<file path="src/rtl/fifo_lector_rafagas_if.sv">
// Read-side bus of the burst reader: FIFO read port plus the outgoing valid/ready stream.
interface fifo_lector_rafagas_if #(
    parameter int unsigned WIDTH = 8
);
    logic [WIDTH-1:0] fifo_data_out;
    logic             fifo_vacio;
    logic             fifo_rd_en;
    logic [WIDTH-1:0] m_data;
    logic             m_valid;
    logic             m_ready;

    // Reader side: consumes FIFO data, produces the stream.
    modport master (
        input  fifo_data_out,
        input  fifo_vacio,
        input  m_ready,
        output fifo_rd_en,
        output m_data,
        output m_valid
    );

    // Environment side: the FIFO and the downstream consumer.
    modport slave (
        output fifo_data_out,
        output fifo_vacio,
        output m_ready,
        input  fifo_rd_en,
        input  m_data,
        input  m_valid
    );
endinterface

</file>
<file path="src/rtl/fifo_lector_rafagas.sv">
// Burst reader: drains a programmed number of words from a FIFO with one-cycle read latency
// and presents them on a valid/ready stream through a 3-entry skid buffer.
module fifo_lector_rafagas #(
    parameter int unsigned WIDTH = 8,
    parameter int unsigned LEN_W = 8
) (
    input  logic                  i_clk,
    input  logic                  i_rst,
    input  logic                  i_start,
    input  logic [LEN_W-1:0]      i_burst_len,
    input  logic                  i_abort,
    fifo_lector_rafagas_if.master io_bus,
    output logic                  o_busy,
    output logic                  o_done,
    output logic [LEN_W-1:0]      o_words_out
);

    typedef enum logic [1:0] {StIdle, StRun, StDrain} state_e;

    state_e           r_state;
    state_e           w_state_next;
    logic [LEN_W-1:0] r_remaining;
    logic             r_inflight;
    logic [WIDTH-1:0] r_buf [3];
    logic [1:0]       r_wr_ptr;
    logic [1:0]       r_rd_ptr;
    logic [1:0]       r_occ;
    logic [LEN_W-1:0] r_words;
    logic             r_zero_done;

    logic             w_rd_en;
    logic             w_drain_done;
    logic             w_push;
    logic             w_pop;
    logic             w_start_burst;
    logic             w_start_zero;
    logic [2:0]       w_outstanding;

    function automatic logic [1:0] ptr_inc(input logic [1:0] p);
        return (p == 2'd2) ? 2'd0 : p + 2'd1;
    endfunction

    assign w_start_burst = (r_state == StIdle) && i_start && (i_burst_len != '0);
    assign w_start_zero  = (r_state == StIdle) && i_start && (i_burst_len == '0);
    // Data returned by the FIFO lands in the buffer the cycle after the read strobe.
    assign w_push        = r_inflight;
    assign w_pop         = (r_occ != 2'd0) && io_bus.m_ready;
    // Buffered plus in-flight words; reads stop at 3 so backpressure never drops data.
    assign w_outstanding = {1'b0, r_occ} + {2'b00, r_inflight};

    // Next-state and read-strobe decode; no path from m_ready into the read strobe.
    always_comb begin
        w_state_next = r_state;
        w_rd_en      = 1'b0;
        w_drain_done = 1'b0;
        unique case (r_state)
            StIdle: begin
                if (w_start_burst) begin
                    w_state_next = StRun;
                end
            end
            StRun: begin
                w_rd_en = io_bus.fifo_vacio && (r_remaining != '0) &&
                          (w_outstanding < 3'd3) && !i_abort;
                if (i_abort || (w_rd_en && (r_remaining == LEN_W'(1)))) begin
                    w_state_next = StDrain;
                end
            end
            StDrain: begin
                if ((r_occ == 2'd0) && !r_inflight) begin
                    w_drain_done = 1'b1;
                    w_state_next = StIdle;
                end
            end
            default: w_state_next = StIdle;
        endcase
    end

    // State register.
    always_ff @(posedge i_clk or posedge i_rst) begin
        if (i_rst) begin
            r_state <= StIdle;
        end else begin
            r_state <= w_state_next;
        end
    end

    // Burst bookkeeping: remaining reads, in-flight flag, zero-length done pulse, delivered count.
    always_ff @(posedge i_clk or posedge i_rst) begin
        if (i_rst) begin
            r_remaining <= '0;
            r_inflight  <= 1'b0;
            r_zero_done <= 1'b0;
            r_words     <= '0;
        end else begin
            if (w_start_burst) begin
                r_remaining <= i_burst_len;
            end else if (w_rd_en) begin
                r_remaining <= r_remaining - LEN_W'(1);
            end
            r_inflight  <= w_rd_en;
            r_zero_done <= w_start_zero;
            if (w_start_burst) begin
                r_words <= '0;
            end else if (w_pop) begin
                r_words <= r_words + LEN_W'(1);
            end
        end
    end

    // Output buffer: circular 3-entry store; simultaneous push and pop leaves occupancy unchanged.
    always_ff @(posedge i_clk or posedge i_rst) begin
        if (i_rst) begin
            for (int i = 0; i < 3; i++) begin
                r_buf[i] <= '0;
            end
            r_wr_ptr <= 2'd0;
            r_rd_ptr <= 2'd0;
            r_occ    <= 2'd0;
        end else begin
            if (w_push) begin
                r_buf[r_wr_ptr] <= io_bus.fifo_data_out;
                r_wr_ptr        <= ptr_inc(r_wr_ptr);
            end
            if (w_pop) begin
                r_rd_ptr <= ptr_inc(r_rd_ptr);
            end
            unique case ({w_push, w_pop})
                2'b10:   r_occ <= r_occ + 2'd1;
                2'b01:   r_occ <= r_occ - 2'd1;
                default: r_occ <= r_occ;
            endcase
        end
    end

    assign io_bus.fifo_rd_en = w_rd_en;
    assign io_bus.m_valid    = (r_occ != 2'd0);
    assign io_bus.m_data     = r_buf[r_rd_ptr];
    // busy drops in the same cycle as the completion pulse.
    assign o_busy            = (r_state == StRun) || ((r_state == StDrain) && !w_drain_done);
    assign o_done            = w_drain_done || r_zero_done;
    assign o_words_out       = r_words;

endmodule

</file>
<file path="src/flat_wrapper.sv">
// flat-port wrapper written by rule: the top's interface ports become plain ports
module fifo_lector_rafagas_flat 
#(
    parameter int unsigned WIDTH = 8,
    parameter int unsigned LEN_W = 8
)
  (i_clk, i_rst, i_start, i_burst_len, i_abort, o_busy, o_done, o_words_out, io_bus_fifo_data_out, io_bus_fifo_vacio, io_bus_m_ready, io_bus_fifo_rd_en, io_bus_m_data, io_bus_m_valid);
  fifo_lector_rafagas_if #(.WIDTH(WIDTH)) io_bus_i ();
  input  logic i_clk;
  input  logic i_rst;
  input  logic i_start;
  input  logic [LEN_W-1:0] i_burst_len;
  input  logic i_abort;
  output logic o_busy;
  output logic o_done;
  output logic [LEN_W-1:0] o_words_out;
  input wire logic [$bits(io_bus_i.fifo_data_out)-1:0] io_bus_fifo_data_out;
  input wire logic [$bits(io_bus_i.fifo_vacio)-1:0] io_bus_fifo_vacio;
  input wire logic [$bits(io_bus_i.m_ready)-1:0] io_bus_m_ready;
  output wire logic [$bits(io_bus_i.fifo_rd_en)-1:0] io_bus_fifo_rd_en;
  output wire logic [$bits(io_bus_i.m_data)-1:0] io_bus_m_data;
  output wire logic [$bits(io_bus_i.m_valid)-1:0] io_bus_m_valid;
  assign io_bus_i.fifo_data_out = io_bus_fifo_data_out;
  assign io_bus_i.fifo_vacio = io_bus_fifo_vacio;
  assign io_bus_i.m_ready = io_bus_m_ready;
  assign io_bus_fifo_rd_en = io_bus_i.fifo_rd_en;
  assign io_bus_m_data = io_bus_i.m_data;
  assign io_bus_m_valid = io_bus_i.m_valid;
  fifo_lector_rafagas #(.WIDTH(WIDTH), .LEN_W(LEN_W)) u_core (.i_clk(i_clk), .i_rst(i_rst), .i_start(i_start), .i_burst_len(i_burst_len), .i_abort(i_abort), .io_bus(io_bus_i), .o_busy(o_busy), .o_done(o_done), .o_words_out(o_words_out));
endmodule
</file>
<file path="config.mk">
export PLATFORM = sky130hd
export DESIGN_NAME = fifo_lector_rafagas_flat
export DESIGN_NICKNAME = d
export VERILOG_FILES = /design/src/rtl/fifo_lector_rafagas_if.sv /design/src/rtl/fifo_lector_rafagas.sv /design/src/flat_wrapper.sv
export SDC_FILE = /design/constraint.sdc
export NUM_CORES = 1
export LEC_CHECK = 0
export ABC_CLOCK_PERIOD_IN_PS = 2140
export CELL_PAD_IN_SITES_DETAIL_PLACEMENT = 1
export CELL_PAD_IN_SITES_GLOBAL_PLACEMENT = 1
export CORE_MARGIN = 2
export CORE_UTILIZATION = 37
export DETAILED_ROUTE_END_ITERATION = 7
export HOLD_SLACK_MARGIN = 0.03
export PLACE_DENSITY = 0.86
export SLEW_MARGIN = 20
export SYNTH_ARGS = -nofsm -noshare
export SYNTH_HDL_FRONTEND = slang
export SYNTH_SLANG_ARGS = --single-unit
export TNS_END_PERCENT = 100
</file>
<file path="constraint.sdc">
create_clock -name i_clk -period 2.14 [get_ports i_clk]
set_clock_uncertainty 0.2 [all_clocks]
set_input_delay 0.428 -clock i_clk [delete_from_list [all_inputs] [get_ports i_clk]]
set_output_delay 0.428 -clock i_clk [all_outputs]
set_load 0.05 [all_outputs]
</file>
Word-level counts from Yosys, hierarchy flattened --
Index checks and enable logic that the tools add are counted.
Word-level totals: logic and storage cells 81, bits in registers 50, input bits 22
Operators by class: muxes and demuxes 20, reduce and logical (&&, ||, !) cells 27, eq/ne operators 10, $add $sub $neg 7, bitwise operators 2, $lt $le $gt $ge 4
Operators with widths (count):
- $mux 8 | 7
- $bwmux 24 | 1
- $bmux 8 s2 | 1
- $demux 8 s2 | 1
- $reduce_bool 8->1 | 2
- $logic_and 1x1->1 | 11
- $mux 2 | 5
- $add 8x1->8 const B | 1
- $eq 2x2->1 const B | 4
- $eq 8x1->1 const B | 1
- $logic_not 8->1 | 1
- $reduce_bool 2->1 | 4
- $sub 8x1->8 const B | 1
- $add 2x1->2 const B | 3
- $ge 3x3->1 const B | 2
- $ne 2x1->1 const B | 3
- $not 2->3 | 2
- $pmux 2 s3 | 1
- $eq 2x1->1 const B | 2
- $logic_not 2->1 | 2
- $pmux 2 s2 | 1
- $add 2x1->3 | 1
- $logic_not 1->1 | 3
- $logic_or 1x1->1 | 3
- other kinds (5) | 7

Logic depth before layout (Yosys ltp) --
depth in word-level cells 8, mapped depth 8, depth with buffers taken out 8

Worst setup path after synthesis --
No wires, ideal clock.
path kind reg-to-output, start point register u_core.r_occ[0], end point output port o_done, path slack -605 ps, stages on the path, launching flop included 3, buffers on the path 0, data required time 1512 ps, arrival time 2117 ps, cells stage by stage dfrtp_1 or2_2 o31ai_1
Between the ends: longest elaborated chain between the ends 5
Ends and longest elaborated chain:
- start: declaration | line fifo_lector_rafagas.sv:27 | logic [1:0] r_occ;
- start signal: assignment | line fifo_lector_rafagas.sv:129 | 2'b10: r_occ <= r_occ + 2'd1;
- start signal: assignment | line fifo_lector_rafagas.sv:130 | 2'b01: r_occ <= r_occ - 2'd1;
- start signal: assignment | line fifo_lector_rafagas.sv:131 | default: r_occ <= r_occ;
- $logic_not 2->1 | line fifo_lector_rafagas.sv:70 | if ((r_occ == 2'd0) && !r_inflight) begin
- $logic_and 1x1->1 | line fifo_lector_rafagas.sv:70
- $mux 1 | line fifo_lector_rafagas.sv:70
- $mux 1 | line fifo_lector_rafagas.sv:56 | unique case (r_state)
- $logic_or 1x1->1 | line fifo_lector_rafagas.sv:141 | assign o_done = w_drain_done || r_zero_done;
- end: declaration | line flat_wrapper.sv:15 | output logic o_done;
Every way passes these cells.

Final worst setup path --
start point register u_core.r_occ[0], end point output port io_bus_fifo_rd_en
Between the ends: longest elaborated chain between the ends 5
Ends and longest elaborated chain:
- $add 2x1->3 | line fifo_lector_rafagas.sv:49 | assign w_outstanding = {1'b0, r_occ} + {2'b00, r_inflight};
- $lt 3x2->1 | line fifo_lector_rafagas.sv:64 | (w_outstanding < 3'd3) && !i_abort;
- $logic_and 1x1->1 | line fifo_lector_rafagas.sv:63 | w_rd_en = io_bus.fifo_vacio && (r_remaining != '0) &&
- $logic_and 1x1->1 | line fifo_lector_rafagas.sv:64
- $mux 1 | line fifo_lector_rafagas.sv:56
- end: declaration | line flat_wrapper.sv:20 | output wire logic [$bits(io_bus_i.fifo_rd_en)-1:0] io_bus_fifo_rd_en;
Every way passes these cells.

==> flow_summary.toml <==
[status]
outcome = "complete, but fails checks"
violations = "negative setup slack"

[place]
gp_congestion = 0.8434
dp_slack_ns = -0.3300
dp_cells = 363
hpwl_um = 4690
port-buffer-count = 41

[worst_setup_path]
arrival_ns = 1.75
critPathMaxStageDelay_ns = 0.40
crit_slowest_cell = "dfrtp_1"
crit_path_start = "u_core.r_occ[0]$_DFFE_PP0P_"
r2r-start = "u_core.r_occ[0]$_DFFE_PP0P_"
critPathTopFamily = "adder cells"
cp-end-kind = "output port"
start_kind = "flip-flop"
r2r_slack_ns = -0.18
rr_worst_depth = 10
path_buf_inv = 2
reg2reg_to = "u_core.r_remaining[4]$_DFFE_PP0P_"
required_ns = 1.51
path_max_fanout = 3
path_cells = "ha_2, ha_4, nand2_4, and4b_2, nand2b_4, inv_4, buf_12"
critPathKind = "flip-flop to output port"

[synth]
synth_top_family_by_area = "simple AND/OR/NAND/NOR gates"
ys_warn_count = 0
async_flop_share = 1.000
synthAdderAreaFrac = 0.03582
synth-edff-count = 0
synth-compound-area-share = 0.09314
synth-xor-area-share = 0.03582
syn-num-nets = 250
syn-cell-area_um2 = 2445
synth.avg_cell_area_um2 = 11.06
ys_seq_elements = 50
yosysSeqAreaShare = 0.5118
ys.flop_type = "dfrtp_1"
synthMuxAreaShare = 0.1433
yosysUniqueCellTypes = 39
synth_simple_gate_area_share = 0.1602
synthCells = 221

[detailed_routing]
drt-pass1-iter-count = 4
drt_wl_total_um = 6884
ant_nets = 0
drt_iter0_markers = 78
wl_per_cell_um = 18.16
vias = 2031
remaining_drc_errors = 0
vias_per_cell = 5.359

[timing]
maxSlewViolCount = 0
rsz0062_at_grt = "true"
setup_tns_ns = -1.213
setup_viol = 9
finalCritPeriodShare = 1.110
timing.hold.ws_ns = 0.2800
relSlewSlack = 0.6544
fmax_mhz = 421.0
tightest_slew_ns = 0.5183
hold_viol = 0
min_period_ns = 2.375
fin_ws_ns = -0.2355

[cts]
clk_pin_slew_worst_paths_ns = 0.10
cts_buffers = 5
cts_root_buf = "clkbuf_8"
clkLatencyLatePin_ns = 0.30
cts_tree = "done"
cts_sinks = 50
cts_max_path_buffers = 2
ctsHtreeMaxLevel = 2

[cells_and_area]
mostFrequentLayoutCells = "dfrtp_1 (50), buf_4 (42), mux2_2 (24)"
area.growth.synth_to_final_pct = 45.50
layout-drive-gt1-share = 0.4040
insertedDiodeCount = 0
fin_cells = 379
layout.cells.most_common = "dfrtp_1"
final_nets = 330

[grt]
antenna_found_initial = 0
grt.overflow.total = 0
grt_max_degree = 51
grt_pass1_wl_um = 11080
grt_pass1_vias = 2266
grt.total_usage = 0.1930

[pwr]
ir_drop_mv = 1.467
leakage_nw = 1.593
total_power_mw = 5.607
powerDensity_nw_per_um2 = 1576

[floorplanning]
ios = 42
die_w_um = 85.29
rows = 29
coreArea_um2 = 6386
die_y_um = 85.29
start_util = 0.3828
die-area_um2 = 7274

[min_path]
hold_class = "primary input to asynchronous set/reset pin"

[run]
max_cap_viol_count = 0
[per-layer routing]
layer	up-vias	wire (µm)	global-route usage
li1	952	-	-
met1	1032	2900	0.2281
met2	43	3733	0.3544
met3	4	213	0.03794
met4	0	37	0.05339
met5	-	0	0
[where the power goes]
part,switching (mW),internal [mW],total [mW]
clock,0.333,0.357,0.690
sequential,0.327,1.34,1.67
combinational,1.69,1.55,3.25
[per-stage QoR]
| stage | instance area, µm² | util |
|---|---|---|
| 3_3_place_gp | 3288 | 0.5149 |
| 3_5_place_dp | 3288 | 0.5149 |
| 6_report | 3557 | 0.5570 |
| 5_1_grt | 3557 | 0.5570 |
| 2_1_floorplan | 2495 | - |
| 4_1_cts | 3482 | 0.5453 |
[worst min-delay path: stages]
cell,delay [ns]
clkdlybuf4s50_1,0.41
inv_2,0.07
buf_12,0.26
[synth_stat cells (all sizes together), types with 2 or more instances]
cell type,count,share of area
a21o,4,0.012
and4b,2,0.0082
and2,2,0.0051
ha,7,0.036
nand2,21,0.032
inv,8,0.012
nor3,7,0.018
and3,2,0.0051
or3,2,0.0051
nand4,3,0.0077
nand4b,2,0.0072
xnor2,4,0.014
o21ai,13,0.027
clkbuf,4,0.0061
dfrtp,50,0.51
mux2i,8,0.033
o31ai,2,0.0061
nand2b,3,0.011
nor4,3,0.0077
xor2,6,0.021
nor2,19,0.029
mux2,24,0.11
nand3,6,0.012
nor3b,2,0.0061
a221o,4,0.016
a21oi,4,0.0082
[sequential cells by signal, indices dropped and copies added (netlist names)]
name,cells
u_core.o_words_out,8
u_core.r_buf,24
u_core.r_inflight,1
u_core.r_occ,2
u_core.r_rd_ptr,2
u_core.r_remaining,8
u_core.r_state,2
u_core.r_wr_ptr,2
u_core.r_zero_done,1
[how the worst max path moves through the flow]
stage / endpoint / cells past startpoint
floorplan: u_core.r_remaining[7]$_DFFE_PP0P_ / 8
global placement: u_core.r_remaining[4]$_DFFE_PP0P_ / 7
detailed placement: u_core.r_remaining[4]$_DFFE_PP0P_ / 7
CTS: io_bus_fifo_rd_en / 7
global route: io_bus_fifo_rd_en / 7
finish: io_bus_fifo_rd_en / 7
[cell type report]
class / count / area, µm²
clock buffers: 5 / 68.82
clock inverters: 3 / 47.55
fillers: 659 / 2829
well taps: 77 / 96.34
inverters: 8 / 32.53
flip-flops and latches: 50 / 1251
repair buffers: 78 / 790.8
multi-input cells: 158 / 1270
[timing repair]
action                                  CTS  global route
setup buffers                             7             4
resized for setup                         8            14
endpoints found under the setup margin    6            18
hold buffers                              0             0
pin swaps                                 4             9
cloned                                    0             0
hold endpoints to repair                  0             0
[cells by family (layout without fill, tap and decap cells)]
logic type      count (synthesis)  count (layout)
compound gates                 33              33
simple gates                   76              76
fa+ha+maj                       7               7
buf+inv                        13              94
flops                          50              50
mux                            32              32
xor+xnor                       10              10
Power figures use the tool's default switching activity.
